==> config.mk <==
export PLATFORM = sky130hd
export DESIGN_NAME = neuron_mac
export DESIGN_NICKNAME = d
export VERILOG_FILES = /design/src/rtl/neuron_mac_pkg.sv /design/src/rtl/fx_saturate.sv /design/src/rtl/neuron_mac.sv
export SDC_FILE = /design/constraint.sdc
export NUM_CORES = 1
export LEC_CHECK = 0
export CAP_MARGIN = 25
export CORE_ASPECT_RATIO = 1.25
export CORE_UTILIZATION = 50
export CTS_BUF_LIST = sky130_fd_sc_hd__clkbuf_16
export DETAILED_ROUTE_END_ITERATION = 7
export GPL_ROUTABILITY_DRIVEN = 0
export HOLD_SLACK_MARGIN = 0.02
export PLACE_DENSITY = 0.68
export SYNTH_ARGS = -nofsm -noshare
export SYNTH_HDL_FRONTEND = slang
export SYNTH_SLANG_ARGS = --single-unit
==> constraint.sdc <==
create_clock -name clk -period 7.7 [get_ports clk]
set_input_delay 1.54 -clock clk [delete_from_list [all_inputs] [get_ports clk]]
set_output_delay 1.54 -clock clk [all_outputs]
set_load 0.005 [all_outputs]
==> src/rtl/neuron_mac_pkg.sv <==
// Shared definitions for the neuron datapath stages: FSM state encoding,
// Q-format defaults and a constant-evaluable ceil(log2) helper.
package neuron_mac_pkg;

  localparam int unsigned QDataWidth = 16;
  localparam int unsigned QFracBits  = 12;

  typedef enum logic [2:0] {
    StIdle,
    StAccum,
    StDrain,
    StBias,
    StSat
  } state_e;

  // Returns 0 for values of 0 or 1 so a single-weight neuron needs no guard bits.
  function automatic int unsigned clog2(input int unsigned value);
    int unsigned result = 0;
    longint unsigned span = 1;
    while (span < longint'(value)) begin
      span   = span << 1;
      result = result + 1;
    end
    return result;
  endfunction

endpackage

==> src/rtl/fx_saturate.sv <==
// Combinational fixed-point narrowing: arithmetic shift right by FRAC_BITS (floor),
// then clamp to the signed OUT_WIDTH range.
module fx_saturate
  import neuron_mac_pkg::*;
#(
  parameter int unsigned IN_WIDTH  = 2 * QDataWidth + 10,
  parameter int unsigned OUT_WIDTH = QDataWidth,
  parameter int unsigned FRAC_BITS = QFracBits
) (
  input  logic signed [IN_WIDTH-1:0]  i_acc,
  output logic        [OUT_WIDTH-1:0] o_data
);

  // Rails expressed at input width so the comparison stays fully signed.
  localparam logic signed [IN_WIDTH-1:0] MAX_VAL =
    {{(IN_WIDTH - OUT_WIDTH + 1){1'b0}}, {(OUT_WIDTH - 1){1'b1}}};
  localparam logic signed [IN_WIDTH-1:0] MIN_VAL = ~MAX_VAL;

  logic signed [IN_WIDTH-1:0] w_shifted;

  assign w_shifted = i_acc >>> FRAC_BITS;

  always_comb begin
    if (w_shifted > MAX_VAL) begin
      o_data = MAX_VAL[OUT_WIDTH-1:0];
    end else if (w_shifted < MIN_VAL) begin
      o_data = MIN_VAL[OUT_WIDTH-1:0];
    end else begin
      o_data = w_shifted[OUT_WIDTH-1:0];
    end
  end

endmodule

==> src/rtl/neuron_mac.sv <==
// Per-neuron multiply-accumulate: streams one input vector against sequential weight reads,
// adds the bias and emits one saturated fixed-point pre-activation per vector.
module neuron_mac
  import neuron_mac_pkg::*;
#(
  parameter int unsigned NUM_WEIGHT = 784,
  parameter int unsigned DATA_WIDTH = QDataWidth,
  parameter int unsigned FRAC_BITS  = QFracBits,
  parameter int unsigned ADDR_WIDTH = 10
) (
  input  logic                  clk,
  input  logic                  rst_n,
  input  logic [DATA_WIDTH-1:0] in_data,
  input  logic                  in_valid,
  output logic                  in_ready,
  output logic                  w_ren,
  output logic [ADDR_WIDTH-1:0] w_radd,
  input  logic [DATA_WIDTH-1:0] w_dout,
  input  logic [DATA_WIDTH-1:0] bias,
  output logic [DATA_WIDTH-1:0] out_data,
  output logic                  out_valid,
  output logic                  busy
);

  localparam int unsigned PROD_W = 2 * DATA_WIDTH;
  localparam int unsigned ACC_W  = PROD_W + clog2(NUM_WEIGHT);
  localparam logic [ADDR_WIDTH-1:0] LAST_IDX = ADDR_WIDTH'(NUM_WEIGHT - 1);

  state_e                       r_state;
  logic [ADDR_WIDTH-1:0]        r_idx;
  logic signed [ACC_W-1:0]      r_acc;
  logic [DATA_WIDTH-1:0]        r_out_data;
  logic                         r_out_valid;

  logic signed [DATA_WIDTH-1:0] r_x_d1;
  logic                         r_v1;
  logic signed [PROD_W-1:0]     r_prod;
  logic                         r_v2;

  logic                         w_in_ready;
  logic                         w_accept;
  logic                         w_last;
  logic signed [PROD_W-1:0]     w_x_ext;
  logic signed [PROD_W-1:0]     w_w_ext;
  logic signed [PROD_W-1:0]     w_prod;
  logic signed [ACC_W-1:0]      w_prod_ext;
  logic signed [ACC_W-1:0]      w_bias_sh;
  logic [DATA_WIDTH-1:0]        w_sat;

  // Gating with rst_n keeps w_ren quiet while reset is asserted.
  assign w_in_ready = rst_n & ((r_state == StIdle) | (r_state == StAccum));
  assign w_accept   = in_valid & w_in_ready;
  assign w_last     = (r_idx == LAST_IDX);

  assign in_ready  = w_in_ready;
  assign w_ren     = w_accept;
  assign w_radd    = r_idx;
  assign out_data  = r_out_data;
  assign out_valid = r_out_valid;
  assign busy      = (r_state != StIdle) | r_v1 | r_v2;

  // Operands widened first so the product is exact at 2*DATA_WIDTH.
  assign w_x_ext    = PROD_W'(r_x_d1);
  assign w_w_ext    = PROD_W'($signed(w_dout));
  assign w_prod     = w_x_ext * w_w_ext;
  assign w_prod_ext = ACC_W'(r_prod);
  assign w_bias_sh  = ACC_W'($signed(bias)) <<< FRAC_BITS;

  fx_saturate #(
    .IN_WIDTH  (ACC_W),
    .OUT_WIDTH (DATA_WIDTH),
    .FRAC_BITS (FRAC_BITS)
  ) u_sat (
    .i_acc  (r_acc),
    .o_data (w_sat)
  );

  // Stage 1 aligns the sample with the registered weight; stage 2 holds the product.
  always_ff @(posedge clk or negedge rst_n) begin
    if (!rst_n) begin
      r_x_d1 <= '0;
      r_v1   <= 1'b0;
      r_prod <= '0;
      r_v2   <= 1'b0;
    end else begin
      r_v1 <= w_accept;
      r_v2 <= r_v1;
      if (w_accept) begin
        r_x_d1 <= $signed(in_data);
      end
      if (r_v1) begin
        r_prod <= w_prod;
      end
    end
  end

  always_ff @(posedge clk or negedge rst_n) begin
    if (!rst_n) begin
      r_state     <= StIdle;
      r_idx       <= '0;
      r_acc       <= '0;
      r_out_data  <= '0;
      r_out_valid <= 1'b0;
    end else begin
      r_out_valid <= 1'b0;
      if (r_v2) begin
        r_acc <= r_acc + w_prod_ext;
      end
      unique case (r_state)
        StIdle, StAccum: begin
          if (w_accept) begin
            if (w_last) begin
              r_idx   <= '0;
              r_state <= StDrain;
            end else begin
              r_idx   <= r_idx + ADDR_WIDTH'(1);
              r_state <= StAccum;
            end
          end
        end
        // Leave once stage 1 is empty; the final product lands in acc on this same edge.
        StDrain: begin
          if (!r_v1) begin
            r_state <= StBias;
          end
        end
        StBias: begin
          r_acc   <= r_acc + w_bias_sh;
          r_state <= StSat;
        end
        StSat: begin
          r_out_data  <= w_sat;
          r_out_valid <= 1'b1;
          r_acc       <= '0;
          r_state     <= StIdle;
        end
        default: begin
          r_state <= StIdle;
        end
      endcase
    end
  end

endmodule

==> impl_metrics.env, run 1 <==
export IMPL_setup_worst_path_class="primary input to flop"
export IMPL_synth_compound_area_share_pct=13.1
export IMPL_cts_root_buf="clkbuf_16"
export IMPL_grt_pass1_wl_um=75700
export IMPL_routedWlPerCell_um=16.5
export IMPL_clk_pin_slew_worst_paths_ps=60
export IMPL_finClkSkew_ps=16.1
export IMPL_hold_end="r_acc[5]"
export IMPL_crit_required_ps=8020
export IMPL_finalSetupViolCount=0
export IMPL_status="finished, final reports clean"
export IMPL_pin_count=81
export IMPL_routed_wl_um=44400
export IMPL_worstSetupStartpointType="primary input"
export IMPL_routed_via_density=5.44
export IMPL_hp_class="flop to flop"
export IMPL_place_inst=2664
export IMPL_drive_gt1_share_pct=8.93
export IMPL_grt_pass1_vias=15700
export IMPL_synth_nets=2533
export IMPL_synth_top_area_cell="fa_1"
export IMPL_holdPathStages=2
export IMPL_die_area_um2=37600
export IMPL_synthCells=2065
export IMPL_path_max_fanout=7
export IMPL_cts_path_max_buffers=2
export IMPL_area_growth_pct=13.8
export IMPL_synth_area_mux_share_pct=2.14
export IMPL_r2r_start="r_x_d1[8]"
export IMPL_hpwl_um=36200
export IMPL_syn_avg_cell_area_um2=8.91
export IMPL_synthTopCellsByArea="fa_1 29%, dfrtp_1 17%, ha_1 10%, inv_1 7.2%, nand2_1 5.3%"
export IMPL_nets=2672
export IMPL_vias=14700
export IMPL_synth_edf_count=0
export IMPL_synthDistinctLibCells=83
export IMPL_synthSimpleGateAreaFrac_pct=15.5
export IMPL_io_buffer_count=80
export IMPL_fmax_mhz=135
export IMPL_grt_overflow_total=0
export IMPL_cts_buffers=17
export IMPL_drv_cap=0
export IMPL_die_y_um=216
export IMPL_row_count=78
export IMPL_ys_seq_elements=122
export IMPL_slew_violations=0
export IMPL_reg2reg_slack_ps=1050
export IMPL_start_util_pct=50.7
export IMPL_drt_pass1_iter_count=5
export IMPL_postCtsHoldBufs=0
export IMPL_ff2ff_path_depth=23
export IMPL_ys_flop_type="dfrtp_1"
export IMPL_instances_no_fill=2697
export IMPL_cp_arrival_ps=7720
export IMPL_first_iter_violations=945
export IMPL_min_period_ps=7400
export IMPL_antenna_found_initial=0
export IMPL_r2r_end="r_prod[24]"
export IMPL_yosysSeqAreaShare_pct=16.6
export IMPL_hold_violations=0
export IMPL_end_kind="flop"
export IMPL_track_usage_pct=25.2
export IMPL_cts_tree="done"
export IMPL_fin_util_pct=57.7
export IMPL_insertion_delay_ps=440
export IMPL_relSlewSlack_pct=33.5
export IMPL_netlist_area_um2=18400
export IMPL_n_fill_cell=3274
export IMPL_n_antenna_cell=0
export IMPL_cts_htree_levels=4
export IMPL_drc=0
export IMPL_die_w_um=174
export IMPL_synth_xor_area_share_pct=4.90
export IMPL_numClockSinks=122
export IMPL_core_area_um2=36300
export IMPL_synth_async_reset_ratio_pct=100
export IMPL_synth_yosys_warnings=0
export IMPL_grt_max_degree=63
export IMPL_yosysTopAreaCellShare_pct=28.7
export IMPL_holdWs_ps=488
export IMPL_yosys_area_share_adder_pct=39.1
export IMPL_min_from="r_acc[5]"
export IMPL_synth_top_family_by_area="adder cells"
export IMPL_worst_slew_pin_transition_ps=985
export IMPL_period_share_pct=96.2
export IMPL_ant_nets=0
layout make-up:
cell class / count / area [µm²] / share of cell area, %
inverter: 352 / 1320 / 6.31
sequential: 122 / 3050 / 14.6
timing repair buffer: 184 / 1610 / 7.70
tap: 480 / 601 / 2.87
multi-input combinational: 1527 / 13800 / 65.9
clock inverter: 15 / 131 / 0.627
clock buffer: 17 / 425 / 2.03
repair_timing:
| action | CTS | global route |
|---|---|---|
| buffers inserted | 0 | 1 |
| resized for setup | 0 | 16 |
| endpoints found under the setup margin | 0 | 7 |
cell usage after synthesis, types with 13 or more instances:
cell type / instances
a21oi_1: 125
xnor2_1: 64
nand2_1: 258
xor2_1: 39
mux2_2: 26
nor2_1: 105
nand3_1: 18
fa_1: 264
nor2b_1: 14
inv_1: 351
dfrtp_1: 122
o21ai_0: 67
a21o_1: 35
a211oi_1: 13
ha_1: 153
o21a_1: 13
clkbuf_1: 56
nor3_1: 13
nand2b_1: 21
and2_1: 126
cells by family (layout without fill, tap and decap cells):
family,count (synthesis),after routing
AND/OR/NAND/NOR,600,600
adder cells (fa/ha/maj),417,417
buffers and inverters,416,568
AO/OA/AOI/OAI,371,371
flip-flops,122,122
XOR/XNOR,103,103
multiplexers,36,36
metal layers:
metal  global-route usage (%)  vias up  part of all wire (%)
met5                        0        -                     0
met4                     12.3        0                   4.3
met3                     2.26      109                   3.7
met2                     46.3      361                    52
met1                     29.3     7303                    40
li1                         -     6907                     -
registers in the layout, summed over array words and instances, names as in the netlist:
signal and cells:
out_data 16, out_valid 1, r_acc 42, r_prod 32, r_state 3, r_v1 1
r_v2 1, r_x_d1 16, w_radd 10
metrics by stage:
stage,setup TNS (ps),worst slack (ps),area [µm²]
2_1_floorplan,0,271,18400
3_3_place_gp,-2010,-307,20300
3_5_place_dp,-2280,-355,20300
4_1_cts,0,81.4,20900
5_1_grt,-33.2,-33.2,20900
6_report,0,296,20900
how the worst max path moves through the flow:
stage | start | endpoint | slack (ps) | cells past startpoint
final | w_dout[7] | r_prod[29] | 300 | 24
after global routing | w_dout[15] | r_prod[29] | -30 | 23
after CTS | w_dout[6] | r_prod[29] | 80 | 25
after detailed placement | w_dout[6] | r_prod[29] | -350 | 25
after global placement | w_dout[6] | r_prod[29] | -310 | 25
after floorplan | w_dout[1] | r_prod[29] | 270 | 24
worst max-delay path, stage by stage:
cell and delay [ps]:
clkdlybuf4s50_1 450, buf_4 160, nand2_1 90, fa_1 560, inv_1 50, fa_1 560
fa_1 460, fa_1 520, fa_1 550, inv_1 60, fa_1 520, inv_1 40
ha_1 290, a21o_1 180, a21o_1 170, a21oi_1 130, o311ai_0 120, a31oi_1 250
a21oi_2 130, o31ai_4 280, nand2b_1 80, a21oi_1 170, xnor2_1 90, mux2_2 270
cell usage in the layout, fill, tap and decap left out, types with 5 or more instances in the layout:
master           count
clkbuf_16           17
and2_1             126
nand4_1             10
inv_1              351
buf_4              103
and3_1               7
ha_1               153
dfrtp_1            122
fa_1               262
a211o_1              7
or3_1                5
a211oi_1            13
xor2_1              39
nand3_1             18
dlymetal6s2s_1       7
o21ai_1             11
o21bai_1             9
nor2b_1             14
nand2_1            258
o21ai_0             67
nor4_1               5
mux2i_1             10
nor3_1              13
nand2b_1            21
a31oi_1             11
o21a_1              13
nor2_1             105
o211ai_1             9
xnor2_1             64
a21o_1              35
o22ai_1             11
a21oi_1            123
mux2_2              26
clkdlybuf4s50_1     72
Power of run 1 is not shown: default switching activity piles up to over one toggle a cycle in this logic, so the estimate is an artifact.
==> run 2, diff against run 1 <==
--- a/config.mk
+++ b/config.mk
@@ -5,7 +5,7 @@
 export SDC_FILE = /design/constraint.sdc
 export NUM_CORES = 1
 export LEC_CHECK = 0
-export CAP_MARGIN = 25
+export CAP_MARGIN = 10
 export CORE_ASPECT_RATIO = 1.25
 export CORE_UTILIZATION = 50
 export CTS_BUF_LIST = sky130_fd_sc_hd__clkbuf_16
==> results of run 2 <==
The final DEF is identical to that of run 1; final timing and power are the same.
Power of run 2 is left out for the same reason.
==> run 3, diff against run 2 <==
--- a/config.mk
+++ b/config.mk
@@ -10,7 +10,6 @@
 export CORE_UTILIZATION = 50
 export CTS_BUF_LIST = sky130_fd_sc_hd__clkbuf_16
 export DETAILED_ROUTE_END_ITERATION = 7
-export GPL_ROUTABILITY_DRIVEN = 0
 export HOLD_SLACK_MARGIN = 0.02
 export PLACE_DENSITY = 0.68
 export SYNTH_ARGS = -nofsm -noshare
==> run 3 against run 2 <==
Count of clock-buffer cells in the layout did not move. Non-clock buffer count fell by 4. Largest cell class unchanged. Sequential share of layout area barely moved. Via count fell by 0.59%. Global-route usage rose by 0.16 points. Critical endpoint is now r_prod[24]. Final cell count fell by 0.15%. Maximum frequency fell by 1.0%. Critical path depth rose by 1. Sequential cell count did not move. Hold slack improved by 4.0 ps. Worst setup slack got worse by 77 ps.
==> impl_metrics.env, run 3 (same netlist as run 1, synthesis figures left out) <==
export IMPL_status="finished, final reports clean"
export IMPL_worst_slew_pin_transition_ps=957
export IMPL_stdcell_area_um2=20900
export IMPL_cts_path_max_buffers=2
export IMPL_min_period_ps=7480
export IMPL_ant_nets=0
export IMPL_vias=14600
export IMPL_die_w_um=174
export IMPL_path_max_fanout=6
export IMPL_die_area_um2=37600
export IMPL_top_regs="r_acc: 42 flops, r_prod: 32 flops"
export IMPL_grt_max_degree=64
export IMPL_nets=2668
export IMPL_n_antenna_cell=0
export IMPL_cts_root_buf="clkbuf_16"
export IMPL_area_growth_pct=13.8
export IMPL_end_kind="flop"
export IMPL_first_iter_violations=728
export IMPL_holdWs_ps=492
export IMPL_slew_violations=0
export IMPL_clk_pin_slew_worst_paths_ps=70
export IMPL_place_gp_congestion=0.932
export IMPL_drv_cap=0
export IMPL_placed_cell_area_um2=20300
export IMPL_grt_pass1_wl_um=76100
export IMPL_routedWlPerCell_um=16.6
export IMPL_reg2reg_slack_ps=970
export IMPL_grt_overflow_total=0
export IMPL_instances_no_fill=2693
export IMPL_cts_tree="done"
export IMPL_cp_arrival_ps=7810
export IMPL_final_cell_mix="350 x inv_1, 261 x fa_1, 257 x nand2_1"
export IMPL_routed_wl_um=44800
export IMPL_top_register="r_acc"
export IMPL_row_count=78
export IMPL_cts_htree_levels=4
export IMPL_start_util_pct=50.7
export IMPL_fmax_mhz=134
export IMPL_core_area_um2=36300
export IMPL_die_y_um=216
export IMPL_io_buffer_count=80
export IMPL_finalSetupViolCount=0
export IMPL_drc=0
export IMPL_antenna_found_initial=0
export IMPL_routed_via_density=5.42
export IMPL_cts_buffers=17
export IMPL_numClockSinks=122
export IMPL_rsz0062_at_grt="yes"
export IMPL_crit_required_ps=8030
export IMPL_largest_reg_flops=42
export IMPL_finClkSkew_ps=19.5
export IMPL_grt_pass1_vias=15600
export IMPL_hold_violations=0
export IMPL_place_inst=2661
export IMPL_setup_worst_path_class="primary input to flop"
export IMPL_period_share_pct=97.2
export IMPL_drt_pass1_iter_count=7
export IMPL_hpwl_um=36200
export IMPL_hp_class="flop to flop"
export IMPL_insertion_delay_ps=450
export IMPL_relSlewSlack_pct=35.4
export IMPL_track_usage_pct=25.3
export IMPL_worstSetupStartpointType="primary input"
export IMPL_drive_gt1_share_pct=8.99
export IMPL_pin_count=81
export IMPL_layout_commonest_cell="inv_1"
==> run 3: what timing repair did <==
action                                  4_1_cts  5_1_grt
setup buffers                                 0        0
endpoints found under the hold margin         0        0
hold buffers                                  0        0
endpoints found under the setup margin        0        7
resized for setup                             0       20
==> run 3: worst paths after layout <==
check,depth (start not counted),startpoint,endpoint
worst max-delay path,25,w_dout[1],r_prod[24]
worst min-delay path,2,r_acc[3],r_acc[3]
worst max register to register,24,r_x_d1[6],r_prod[24]
worst min register to register,2,r_acc[3],r_acc[3]
max in group asynchronous,2,rst_n,r_acc[2]
min in group asynchronous,1,rst_n,r_x_d1[0]
==> run 3: stage by stage <==
stage	setup slack (ps)	setup TNS [ps]	utilization, %
after floorplan	271	0	-
after global placement	-287	-1700	55.9
after detailed placement	-449	-2600	55.9
after CTS	10.2	0	57.5
after global routing	-0.970	-0.970	57.7
final	219	0	57.7
==> run 3: cell type report <==
class                      count  area [µm²]
clock buffer                  17         425
clock inverter                15         154
fill                        3251       15400
inverter                     352        1320
multi-input combinational   1527       13800
sequential                   122        3050
tap                          480         601
timing repair buffer         180        1570
==> run 3: worst max-delay path, stage by stage <==
cell,delay (ps)
clkdlybuf4s50_1,540
buf_4,160
nand2_1,70
fa_1,530
fa_1,430
fa_1,480
fa_1,490
inv_1,60
fa_1,570
inv_1,70
fa_1,530
inv_1,40
ha_1,300
a21o_1,160
a21o_1,190
a21oi_1,160
o21ai_0,90
a211o_1,310
a21oi_2,190
buf_4,140
o21ai_1,70
a21o_1,190
a21oi_1,170
xnor2_1,80
mux2_2,270
==> run 3: routing by layer <==
layer	GRT usage, %	up-vias	wire length, µm
li1	-	6903	-
met1	29.6	7285	18600
met2	47.4	305	23500
met3	2.21	101	1300
met4	10.5	0	1450
met5	0	-	0
Power of run 3 is left out for the same reason.
